--- src/rtl/hdmi_dma_pkg.sv ---
// Shared types and helpers for the HDMI frame-capture DMA controller.
// Holds the controller state encoding, word size and a small unsigned min helper.
package hdmi_dma_pkg;

    typedef enum logic [1:0] {
        IDLE    = 2'd0,
        ARMED   = 2'd1,
        CAPTURE = 2'd2,
        DONE    = 2'd3
    } dma_state_e;

    localparam int unsigned BYTES_PER_WORD = 4;
    localparam int unsigned WORDS_NUMBER_W = 30;

    function automatic logic [31:0] min(input logic [31:0] a, input logic [31:0] b);
        logic [31:0] r;
        if (a < b) begin
            r = a;
        end else begin
            r = b;
        end
        return r;
    endfunction

endpackage

--- src/rtl/hdmi_dma_word_fifo.sv ---
// Single-clock show-ahead word FIFO with occupancy count.
// srst empties the FIFO synchronously; the head word is always visible on rdata.
module hdmi_dma_word_fifo #(
    parameter  int unsigned DEPTH = 32,
    localparam int unsigned AW    = $clog2(DEPTH),
    localparam int unsigned CW    = AW + 1
) (
    input  logic          clk_sys,
    input  logic          rst_sys_n,
    input  logic          srst,
    input  logic          push,
    input  logic [31:0]   wdata,
    input  logic          pop,
    output logic [31:0]   rdata,
    output logic [CW-1:0] count
);

    logic [31:0]   mem_r [DEPTH];
    logic [AW-1:0] wr_ptr_r;
    logic [AW-1:0] rd_ptr_r;
    logic [CW-1:0] count_r;
    logic          do_push_s;
    logic          do_pop_s;

    assign do_push_s = push && (count_r != CW'(DEPTH));
    assign do_pop_s  = pop && (count_r != '0);
    assign rdata     = mem_r[rd_ptr_r];
    assign count     = count_r;

    // Storage array write port
    always_ff @(posedge clk_sys) begin
        if (do_push_s) begin
            mem_r[wr_ptr_r] <= wdata;
        end
    end

    // Pointer and occupancy tracking
    always_ff @(posedge clk_sys or negedge rst_sys_n) begin
        if (!rst_sys_n) begin
            wr_ptr_r <= '0;
            rd_ptr_r <= '0;
            count_r  <= '0;
        end else if (srst) begin
            wr_ptr_r <= '0;
            rd_ptr_r <= '0;
            count_r  <= '0;
        end else begin
            if (do_push_s) begin
                wr_ptr_r <= wr_ptr_r + AW'(1);
            end
            if (do_pop_s) begin
                rd_ptr_r <= rd_ptr_r + AW'(1);
            end
            case ({do_push_s, do_pop_s})
                2'b10:   count_r <= count_r + CW'(1);
                2'b01:   count_r <= count_r - CW'(1);
                default: count_r <= count_r;
            endcase
        end
    end

endmodule

--- src/rtl/hdmi_frame_dma_ctrl.sv ---
// Frame-capture DMA: aligns to frame_sync, buffers the frame's words and
// writes them to memory as Avalon-MM bursts starting at cfg_start_addr.
module hdmi_frame_dma_ctrl
    import hdmi_dma_pkg::*;
#(
    parameter int unsigned ADDR_WIDTH   = 32,
    parameter int unsigned BURST_LEN    = 16,
    parameter int unsigned BURSTCOUNT_W = 5,
    parameter int unsigned FIFO_DEPTH   = 32
) (
    input  logic                    clk_sys,
    input  logic                    rst_sys_n,
    input  logic                    cfg_enable,
    input  logic [ADDR_WIDTH-1:0]   cfg_start_addr,
    input  logic [29:0]             cfg_words_number,
    input  logic                    frame_sync,
    input  logic [31:0]             st_data,
    input  logic                    st_valid,
    output logic                    st_ready,
    output logic [ADDR_WIDTH-1:0]   avm_address,
    output logic                    avm_write,
    output logic [31:0]             avm_writedata,
    output logic [BURSTCOUNT_W-1:0] avm_burstcount,
    input  logic                    avm_waitrequest,
    output logic                    sts_busy,
    output logic                    sts_frame_done,
    output logic                    sts_overflow
);

    localparam int unsigned CW = $clog2(FIFO_DEPTH) + 1;

    dma_state_e              state_r;
    dma_state_e              state_next_s;
    logic [ADDR_WIDTH-1:0]   addr_q_r;
    logic [29:0]             acc_rem_r;
    logic [29:0]             acc_rem_next_s;
    logic [29:0]             wr_rem_r;
    logic [BURSTCOUNT_W-1:0] beats_left_r;
    logic                    abort_r;
    logic                    abort_next_s;
    logic                    latch_s;
    logic                    fifo_flush_s;
    logic                    push_s;
    logic                    pop_s;
    logic                    last_beat_s;
    logic                    launch_s;
    logic [31:0]             burst_len_s;
    logic [CW-1:0]           fifo_count_s;
    logic [CW-1:0]           fifo_count_next_s;
    logic [31:0]             fifo_rdata_s;
    logic                    st_ready_next_s;
    logic                    st_ready_r;
    logic                    avm_write_r;
    logic [ADDR_WIDTH-1:0]   avm_address_r;
    logic [BURSTCOUNT_W-1:0] avm_burstcount_r;
    logic                    sts_busy_r;
    logic                    sts_frame_done_r;
    logic                    sts_overflow_r;

    hdmi_dma_word_fifo #(
        .DEPTH (FIFO_DEPTH)
    ) u_word_fifo (
        .clk_sys   (clk_sys),
        .rst_sys_n (rst_sys_n),
        .srst      (fifo_flush_s),
        .push      (push_s),
        .wdata     (st_data),
        .pop       (pop_s),
        .rdata     (fifo_rdata_s),
        .count     (fifo_count_s)
    );

    // st_ready_r already folds in FIFO-full, so a handshake here always has room
    assign push_s      = (state_r == CAPTURE) && !abort_r && (acc_rem_r != 30'd0)
                         && st_valid && st_ready_r;
    assign pop_s       = avm_write_r && !avm_waitrequest;
    assign last_beat_s = pop_s && (beats_left_r == BURSTCOUNT_W'(1));
    assign burst_len_s = min(32'(BURST_LEN), {2'b00, wr_rem_r});
    assign launch_s    = (state_r == CAPTURE) && !abort_r && cfg_enable && !avm_write_r
                         && (wr_rem_r != 30'd0) && (32'(fifo_count_s) >= burst_len_s);

    // Next-state decode, configuration latch and abort/flush control
    always_comb begin
        state_next_s = state_r;
        abort_next_s = 1'b0;
        latch_s      = 1'b0;
        fifo_flush_s = 1'b0;
        case (state_r)
            IDLE: begin
                if (cfg_enable) begin
                    state_next_s = ARMED;
                end else begin
                    state_next_s = IDLE;
                end
            end
            ARMED: begin
                if (!cfg_enable) begin
                    state_next_s = IDLE;
                end else if (frame_sync) begin
                    latch_s      = 1'b1;
                    state_next_s = (cfg_words_number == 30'd0) ? DONE : CAPTURE;
                end else begin
                    state_next_s = ARMED;
                end
            end
            CAPTURE: begin
                if (abort_r || !cfg_enable) begin
                    // a burst already on the bus must finish before we flush
                    if (abort_r && !avm_write_r) begin
                        fifo_flush_s = 1'b1;
                        state_next_s = IDLE;
                    end else begin
                        abort_next_s = 1'b1;
                        state_next_s = CAPTURE;
                    end
                end else if ((wr_rem_r == 30'd0) && !avm_write_r) begin
                    state_next_s = DONE;
                end else begin
                    state_next_s = CAPTURE;
                end
            end
            DONE: begin
                if (frame_sync && cfg_enable) begin
                    latch_s      = 1'b1;
                    state_next_s = (cfg_words_number == 30'd0) ? DONE : CAPTURE;
                end else if (cfg_enable) begin
                    state_next_s = ARMED;
                end else begin
                    state_next_s = IDLE;
                end
            end
            default: begin
                state_next_s = IDLE;
            end
        endcase
    end

    // Look-ahead of accept counter and FIFO level so st_ready can be registered
    always_comb begin
        acc_rem_next_s    = acc_rem_r;
        fifo_count_next_s = fifo_count_s;
        if (latch_s) begin
            acc_rem_next_s = cfg_words_number;
        end else if (push_s) begin
            acc_rem_next_s = acc_rem_r - 30'd1;
        end else begin
            acc_rem_next_s = acc_rem_r;
        end
        if (fifo_flush_s) begin
            fifo_count_next_s = '0;
        end else if (push_s && !pop_s) begin
            fifo_count_next_s = fifo_count_s + CW'(1);
        end else if (!push_s && pop_s) begin
            fifo_count_next_s = fifo_count_s - CW'(1);
        end else begin
            fifo_count_next_s = fifo_count_s;
        end
        st_ready_next_s = !((state_next_s == CAPTURE) && !abort_next_s
                            && (acc_rem_next_s != 30'd0)
                            && (fifo_count_next_s == CW'(FIFO_DEPTH)));
    end

    // State, stream-side bookkeeping and status flags
    always_ff @(posedge clk_sys or negedge rst_sys_n) begin
        if (!rst_sys_n) begin
            state_r          <= IDLE;
            abort_r          <= 1'b0;
            acc_rem_r        <= 30'd0;
            st_ready_r       <= 1'b0;
            sts_busy_r       <= 1'b0;
            sts_frame_done_r <= 1'b0;
            sts_overflow_r   <= 1'b0;
        end else begin
            state_r          <= state_next_s;
            abort_r          <= abort_next_s;
            acc_rem_r        <= acc_rem_next_s;
            st_ready_r       <= st_ready_next_s;
            sts_busy_r       <= (state_next_s == CAPTURE) || (state_next_s == DONE);
            sts_frame_done_r <= (state_next_s == DONE);
            if (!cfg_enable) begin
                sts_overflow_r <= 1'b0;
            end else if ((state_r == CAPTURE) && frame_sync) begin
                sts_overflow_r <= 1'b1;
            end else begin
                sts_overflow_r <= sts_overflow_r;
            end
        end
    end

    // Burst launch, beat accounting and write address advance
    always_ff @(posedge clk_sys or negedge rst_sys_n) begin
        if (!rst_sys_n) begin
            addr_q_r         <= '0;
            wr_rem_r         <= 30'd0;
            beats_left_r     <= '0;
            avm_write_r      <= 1'b0;
            avm_address_r    <= '0;
            avm_burstcount_r <= '0;
        end else begin
            if (latch_s) begin
                addr_q_r <= cfg_start_addr;
                wr_rem_r <= cfg_words_number;
            end else if (pop_s) begin
                wr_rem_r <= wr_rem_r - 30'd1;
                if (last_beat_s) begin
                    addr_q_r <= addr_q_r + (ADDR_WIDTH'(avm_burstcount_r) * ADDR_WIDTH'(BYTES_PER_WORD));
                end
            end
            if (launch_s) begin
                avm_write_r      <= 1'b1;
                avm_address_r    <= addr_q_r;
                avm_burstcount_r <= burst_len_s[BURSTCOUNT_W-1:0];
                beats_left_r     <= burst_len_s[BURSTCOUNT_W-1:0];
            end else if (pop_s) begin
                beats_left_r <= beats_left_r - BURSTCOUNT_W'(1);
                if (last_beat_s) begin
                    avm_write_r <= 1'b0;
                end
            end
        end
    end

    assign st_ready       = st_ready_r;
    assign avm_write      = avm_write_r;
    assign avm_address    = avm_address_r;
    assign avm_burstcount = avm_burstcount_r;
    assign avm_writedata  = avm_write_r ? fifo_rdata_s : 32'h0000_0000;
    assign sts_busy       = sts_busy_r;
    assign sts_frame_done = sts_frame_done_r;
    assign sts_overflow   = sts_overflow_r;

endmodule

--- config.mk ---
export PLATFORM = sky130hd
export DESIGN_NAME = hdmi_frame_dma_ctrl
export DESIGN_NICKNAME = d
export VERILOG_FILES = /design/src/rtl/hdmi_dma_pkg.sv /design/src/rtl/hdmi_dma_word_fifo.sv /design/src/rtl/hdmi_frame_dma_ctrl.sv
export SDC_FILE = /design/constraint.sdc
export NUM_CORES = 2
export LEC_CHECK = 0
export CORE_AREA = 2 2 312 314
export CTS_CLUSTER_DIAMETER = 40
export DETAILED_ROUTE_END_ITERATION = 16
export DIE_AREA = 0 0 314 316
export PLACE_DENSITY = 0.68
export SYNTH_ARGS = -nofsm -noshare
export SYNTH_HDL_FRONTEND = slang
export SYNTH_SLANG_ARGS = --single-unit
--- constraint.sdc ---
create_clock -name clk_sys -period 6 [get_ports clk_sys]
set_input_delay 0.9 -clock clk_sys [delete_from_list [all_inputs] [get_ports clk_sys]]
set_output_delay 0.9 -clock clk_sys [all_outputs]
set_load 0.02 [all_outputs]
# Word-level counts from Yosys, hierarchy flattened
# Memories as Yosys holds them, arrays and structs flattened.
# Cells that the tools add are included.
# totals
ff_bits	158
ram_bits	1024
out_inout_bits	74
wordCells	131
memories	1
# classes
add_sub_neg	8
order_cmp	2
n_eq_ne	11
muxes	46
reduce_logical	47
# memory_table
name	depth	word_bits	rd	rd_clocked_by_memory_dff	wr	line	source
u_word_fifo.mem_r	32	32	1	0	1	hdmi_dma_word_fifo.sv:18	logic [31:0] mem_r [DEPTH];
# ops
operator	n
two-way mux 30 bit	5
two-way mux 32 bit	4
nonzero test 30 bit	3
zero test 30 bit	2
subtractor 30 x 1 -> 30 bit (second input constant)	2
adder 32 x 7 -> 32 bit	1
greater-or-equal comparator 6 x 32 -> 1 bit	1
< comparator 5 x 30 -> 1 bit (first input constant)	1
two-way mux 5 bit	6
two-way mux 6 bit	4
logical AND 1 bit	21
two-way mux 1 bit	19
one-hot mux 6 bit (2 select lines)	1
nonzero test 2 bit	6
adder 5 x 1 -> 5 bit (second input constant)	2
equality test 2 bit (second input constant)	5
two-way mux 2 bit	5
zero test 1 bit	8
one-hot mux 2 bit (4 select lines)	1
adder 6 x 1 -> 6 bit (second input constant)	1
equality test 6 bit (second input constant)	1
!= test 6 bit (second input constant)	1
nonzero test 6 bit	1
subtractor 6 x 1 -> 6 bit (second input constant)	1
other kinds (9)	12

# Logic depth before layout (Yosys ltp)
# depth
depth_word	13
mapped_depth	15
mapped_depth_nobuf	13

# Modules after synthesis
# Synthesis repeated with hierarchy kept, for this count alone.
# unflattened
hier_cells	2443
area_unflattened_um2	47713.3
# by_module_without_submodules
mod	instances	cells_per_inst	area_per_inst_um2	seq_area_each_um2
hdmi_dma_word_fifo	1	1613	39912.0	31149.9
hdmi_frame_dma_ctrl	1	830	7801.2	3553.4

# Worst setup path before layout
# Ideal clock, no wire load.
# synth_path
kind	register to register
start	register wr_rem_r[8]
end	register avm_address_r[10] (netlist: avm_address[10])
arrival_time_ps	4169
t_required_ps	5875
slack_ps	1706
path_stages_with_launch	16
path_buffers	2
period_less_slack_ps	4294
path_cell_list	dfrtp_1 or3_1 nor4_1 nand4_1 nor3_1 nand2_1 ha_1 a21o_1 a21o_1 a21o_1 a21o_1 a21oi_1 or2_2 clkbuf_1 buf_1 mux2_2
# synth_between
elab_chain_cells	4
# synth_lines
item	line	source
start, declared	hdmi_frame_dma_ctrl.sv:37	logic [29:0] wr_rem_r;
start signal, assigned	hdmi_frame_dma_ctrl.sv:202	wr_rem_r <= cfg_words_number;
start signal, assigned	hdmi_frame_dma_ctrl.sv:204	wr_rem_r <= wr_rem_r - 30'd1;
< comparator 5 x 30 -> 1 bit	hdmi_dma_pkg.sv:17	if (a < b) begin
two-way mux 30 bit	hdmi_dma_pkg.sv:17	
greater-or-equal comparator 6 x 32 -> 1 bit	hdmi_frame_dma_ctrl.sv:80	&& (wr_rem_r != 30'd0) && (32'(fifo_count_s) >= burst_len_s);
logical AND 1 bit *	hdmi_frame_dma_ctrl.sv:80	
end signal, assigned	hdmi_frame_dma_ctrl.sv:211	avm_address_r <= addr_q_r;
end, declared	hdmi_frame_dma_ctrl.sv:54	logic [ADDR_WIDTH-1:0] avm_address_r;
# Every way passes the cells marked *; elsewhere a longest branch is shown, timed or not.
# A chain may end at the register's enable or synchronous reset.

# Worst setup path in the final report
# layout_path
start	register wr_rem_r[7]
end	register avm_address_r[15] (netlist: avm_address[15])
# The elaborated chain is that of the path after synthesis.

==> metrics.yaml <==
status: "finished clean"
rows: 114
dieWidth_um: 314
r2r_cells: 13
cp-end-kind: "flop"
grt_pass1_wl_mm: 170.1
avgRoutedWirePerCell_um: 27.49
vias: 25100
slowest_delay_ns: 0.77
ys_warn_count: 0
async_flop_share_pct: 13.37
r2r-end: "avm_address[15]"
area.growth.synth_to_final_pct: 18.51
dr.pass1.iters: 8
syn-num-nets: 2580
grt_usage_pct: 23.31
fin_util_pct: 58.79
cp.buffers_inverters: 0
drv_slew: 0
pin_count: 174
setup_violations: 0
dp_hpwl_mm: 68.41
synth_cell_types: 68
path_clk_slew_ns: 0.05
critPathSlowestCell: "or2_2"
dieArea_um2: 99220
antenna_found_initial: 2
p_per_area_nw_per_um2: 456.9
viasPerCell: 6.075
clock_sinks: 1182
synthAdderAreaFrac_pct: 0.6726
cts_root_buf: "clkbuf_16"
synthTopCellsByArea: "edfxtp_1 65%, mux4_2 15%, dfrtp_1 8.3%, nor2_1 1.0%, xnor2_1 0.92%"
netlist_area_um2: 47620
critPathKind: "reg2reg"
fin_crit_ns: 5.223
synth_compound_area_share_pct: 2.191
final_antenna_net_count: 0
synth-xor-area-share_pct: 1.563
peakVddDrop_uv: 231.8
fmax_mhz: 191.5
synthTopCellsByCount: "1,024 x edfxtp_1, 320 x mux4_2, 158 x dfrtp_1"
path_common_cell: "a21o_1"
cts_tree: "built"
grt_max_degree: 89
cp.arrival_ns: 5.82
synthSimpleGateAreaFrac_pct: 4.816
post_cts_buffers: 0
crit_path_cell_trace: "or3_1 > nor4_1 > nand4_1 > nor3_1 > nand2_1 > ha_1 > a21o_1 > a21o_1 > a21o_1 > a21o_1 > a21oi_1 > or2_2 > mux2_2"
r2r_slack_ns: 0.78
ys_ff_latch: 1182
clk_latency_ns: 0.75
portBuffers: 173
synth.most_common_cell: "edfxtp_1"
final_cells: 4132
place_inst: 3873
die_h_um: 316
synth_top_area_cell: "edfxtp_1"
n_antenna_cell: 0
relSlewSlack_pct: 16.80
final_nets: 2870
worst_pin_slew_ns: 1.244
grt_overflow: 0
numCtsBuffers: 146
cts_resized: 0
finalHoldViolCount: 0
required_ns: 6.60
startpoint_type: "flop"
synth_top_family_by_area: "multiplexers"
syn_inst: 2455
ys.flop_type: "edfxtp_1"
core_area_um2: 95990
htree_levels: 4
start_util_pct: 49.61
rsz0062_at_grt: "false"
grt_pass1_vias: 26290
ys_seq_area_share_pct: 72.88
min-delay-path-class: "in2async"
drt-initial-drc-count: 2504
ctsHoldBuffers: 0
critPathTopFamily: "simple AND/OR/NAND/NOR gates"
muxShareOfSynthArea_pct: 16.62
synth_top_area_share_pct: 64.57
worst_hold_slack_ns: 0.1788
r2r-start: "wr_rem_r[7]"
clk_path_buf_depth: 3
finalWirelength_mm: 113.6
drv_cap: 0
skew_ns: 0.03542
crit_path_max_fanout: 36
drc: 0
p_leak_nw: 18.24
gp_congestion: 0.8927
synth_edf_count: 1024
drive_gt1_share_pct: 25.70
min_period_over_period_pct: 87.05
finalSetupTns_ns: 0
syn_area_per_cell_um2: 19.40
==> routing by layer <==
| metal | vias up | wire [µm] | GRT usage (%) |
|---|---|---|---|
| li1 | 10580 | - | - |
| met1 | 13260 | 46420 | 32.04 |
| met3 | 167 | 7849 | 4.054 |
| met2 | 1095 | 56910 | 38.93 |
| met4 | 2 | 2390 | 6.329 |
| met5 | - | 15 | 0 |
==> how the worst max path moves through the flow <==
stage / depth (start not counted) / slack (ns) / start / end
after floorplan: 15 / 1.71 / wr_rem_r[8] / avm_address[10]
after global placement: 13 / 0.94 / wr_rem_r[8] / avm_address[20]
after detailed placement: 13 / 0.90 / wr_rem_r[7] / avm_address[15]
after CTS: 7 / 0.81 / u_word_fifo.rd_ptr_r[0] / avm_writedata[8]
after global routing: 13 / 0.64 / wr_rem_r[7] / avm_address[26]
final: 13 / 0.78 / wr_rem_r[7] / avm_address[15]
==> final cells by class <==
type                            count  area, µm²
Tap cell                         1276       1597
Sequential cell                  1182      34720
Multi-Input combinational cell   1123      12580
Clock buffer                      166       3844
Timing Repair Buffer              266       2606
Inverter                           26      97.59
Clock inverter                     93      987.2
Fill cell                        6856      39560
==> cells in the final DEF, fill, tap and decap left out, drive strengths merged, types with 5 or more instances in the layout <==
cell type      count
edfxtp          1024
mux4             320
clkdlybuf4s50    172
clkbuf           166
dfrtp            158
nor2             131
nand2             96
buf               94
a21oi             53
xnor2             50
clkinv            50
o21ai             47
inv               44
nor2b             39
nor3              37
mux2i             36
xor2              35
mux2              31
nor4              29
nand3             28
ha                24
nand4             16
or3               15
a31oi             13
bufinv            13
clkinvlp          12
and3              11
or4               11
or2                8
a21o               8
a211oi             7
nor3b              6
nand3b             6
o21a               5
and2               5
==> through the flow <==
step / cell area, µm² / power (W) / worst slack, ns
2_1_floorplan: 47620 / 0.01475 / 1.706
3_3_place_gp: 51600 / 0.01724 / 0.9378
3_5_place_dp: 51600 / 0.01738 / 0.9026
4_1_cts: 56430 / 0.02604 / 0.8092
5_1_grt: 56430 / 0.02681 / 0.6415
6_report: 56430 / 0.02578 / 0.7770
==> flip-flops by register name, summed over array words and instances (netlist names) <==
| register | count |
|---|---|
| sts_busy | 1 |
| state_r | 2 |
| u_word_fifo.rd_ptr_r | 5 |
| avm_write | 1 |
| u_word_fifo.wr_ptr_r | 5 |
| u_word_fifo.mem_r | 1024 |
| avm_burstcount | 5 |
| addr_q_r | 32 |
| u_word_fifo.count | 6 |
| sts_overflow | 1 |
| acc_rem_r | 30 |
| sts_frame_done | 1 |
| wr_rem_r | 30 |
| avm_address | 32 |
| abort_r | 1 |
| beats_left_r | 5 |
| st_ready | 1 |
==> logic make-up after synthesis <==
| family | count (synthesis) |
|---|---|
| AND/OR/NAND/NOR | 457 |
| flip-flops | 1182 |
| other | 1 |
| AO/OA/AOI/OAI | 168 |
| adder cells (fa/ha/maj) | 25 |
| multiplexers | 387 |
| buffers and inverters | 150 |
| XOR/XNOR | 85 |
==> report_power, final <==
group	total, W	internal (W)	switching (W)
Clock	0.00863	0.00521	0.00342
Combinational	0.00685	0.00341	0.00344
Sequential	0.0103	0.00953	0.000770
Total	0.0258	0.0182	0.00763
(Power assumes the default switching activity.)
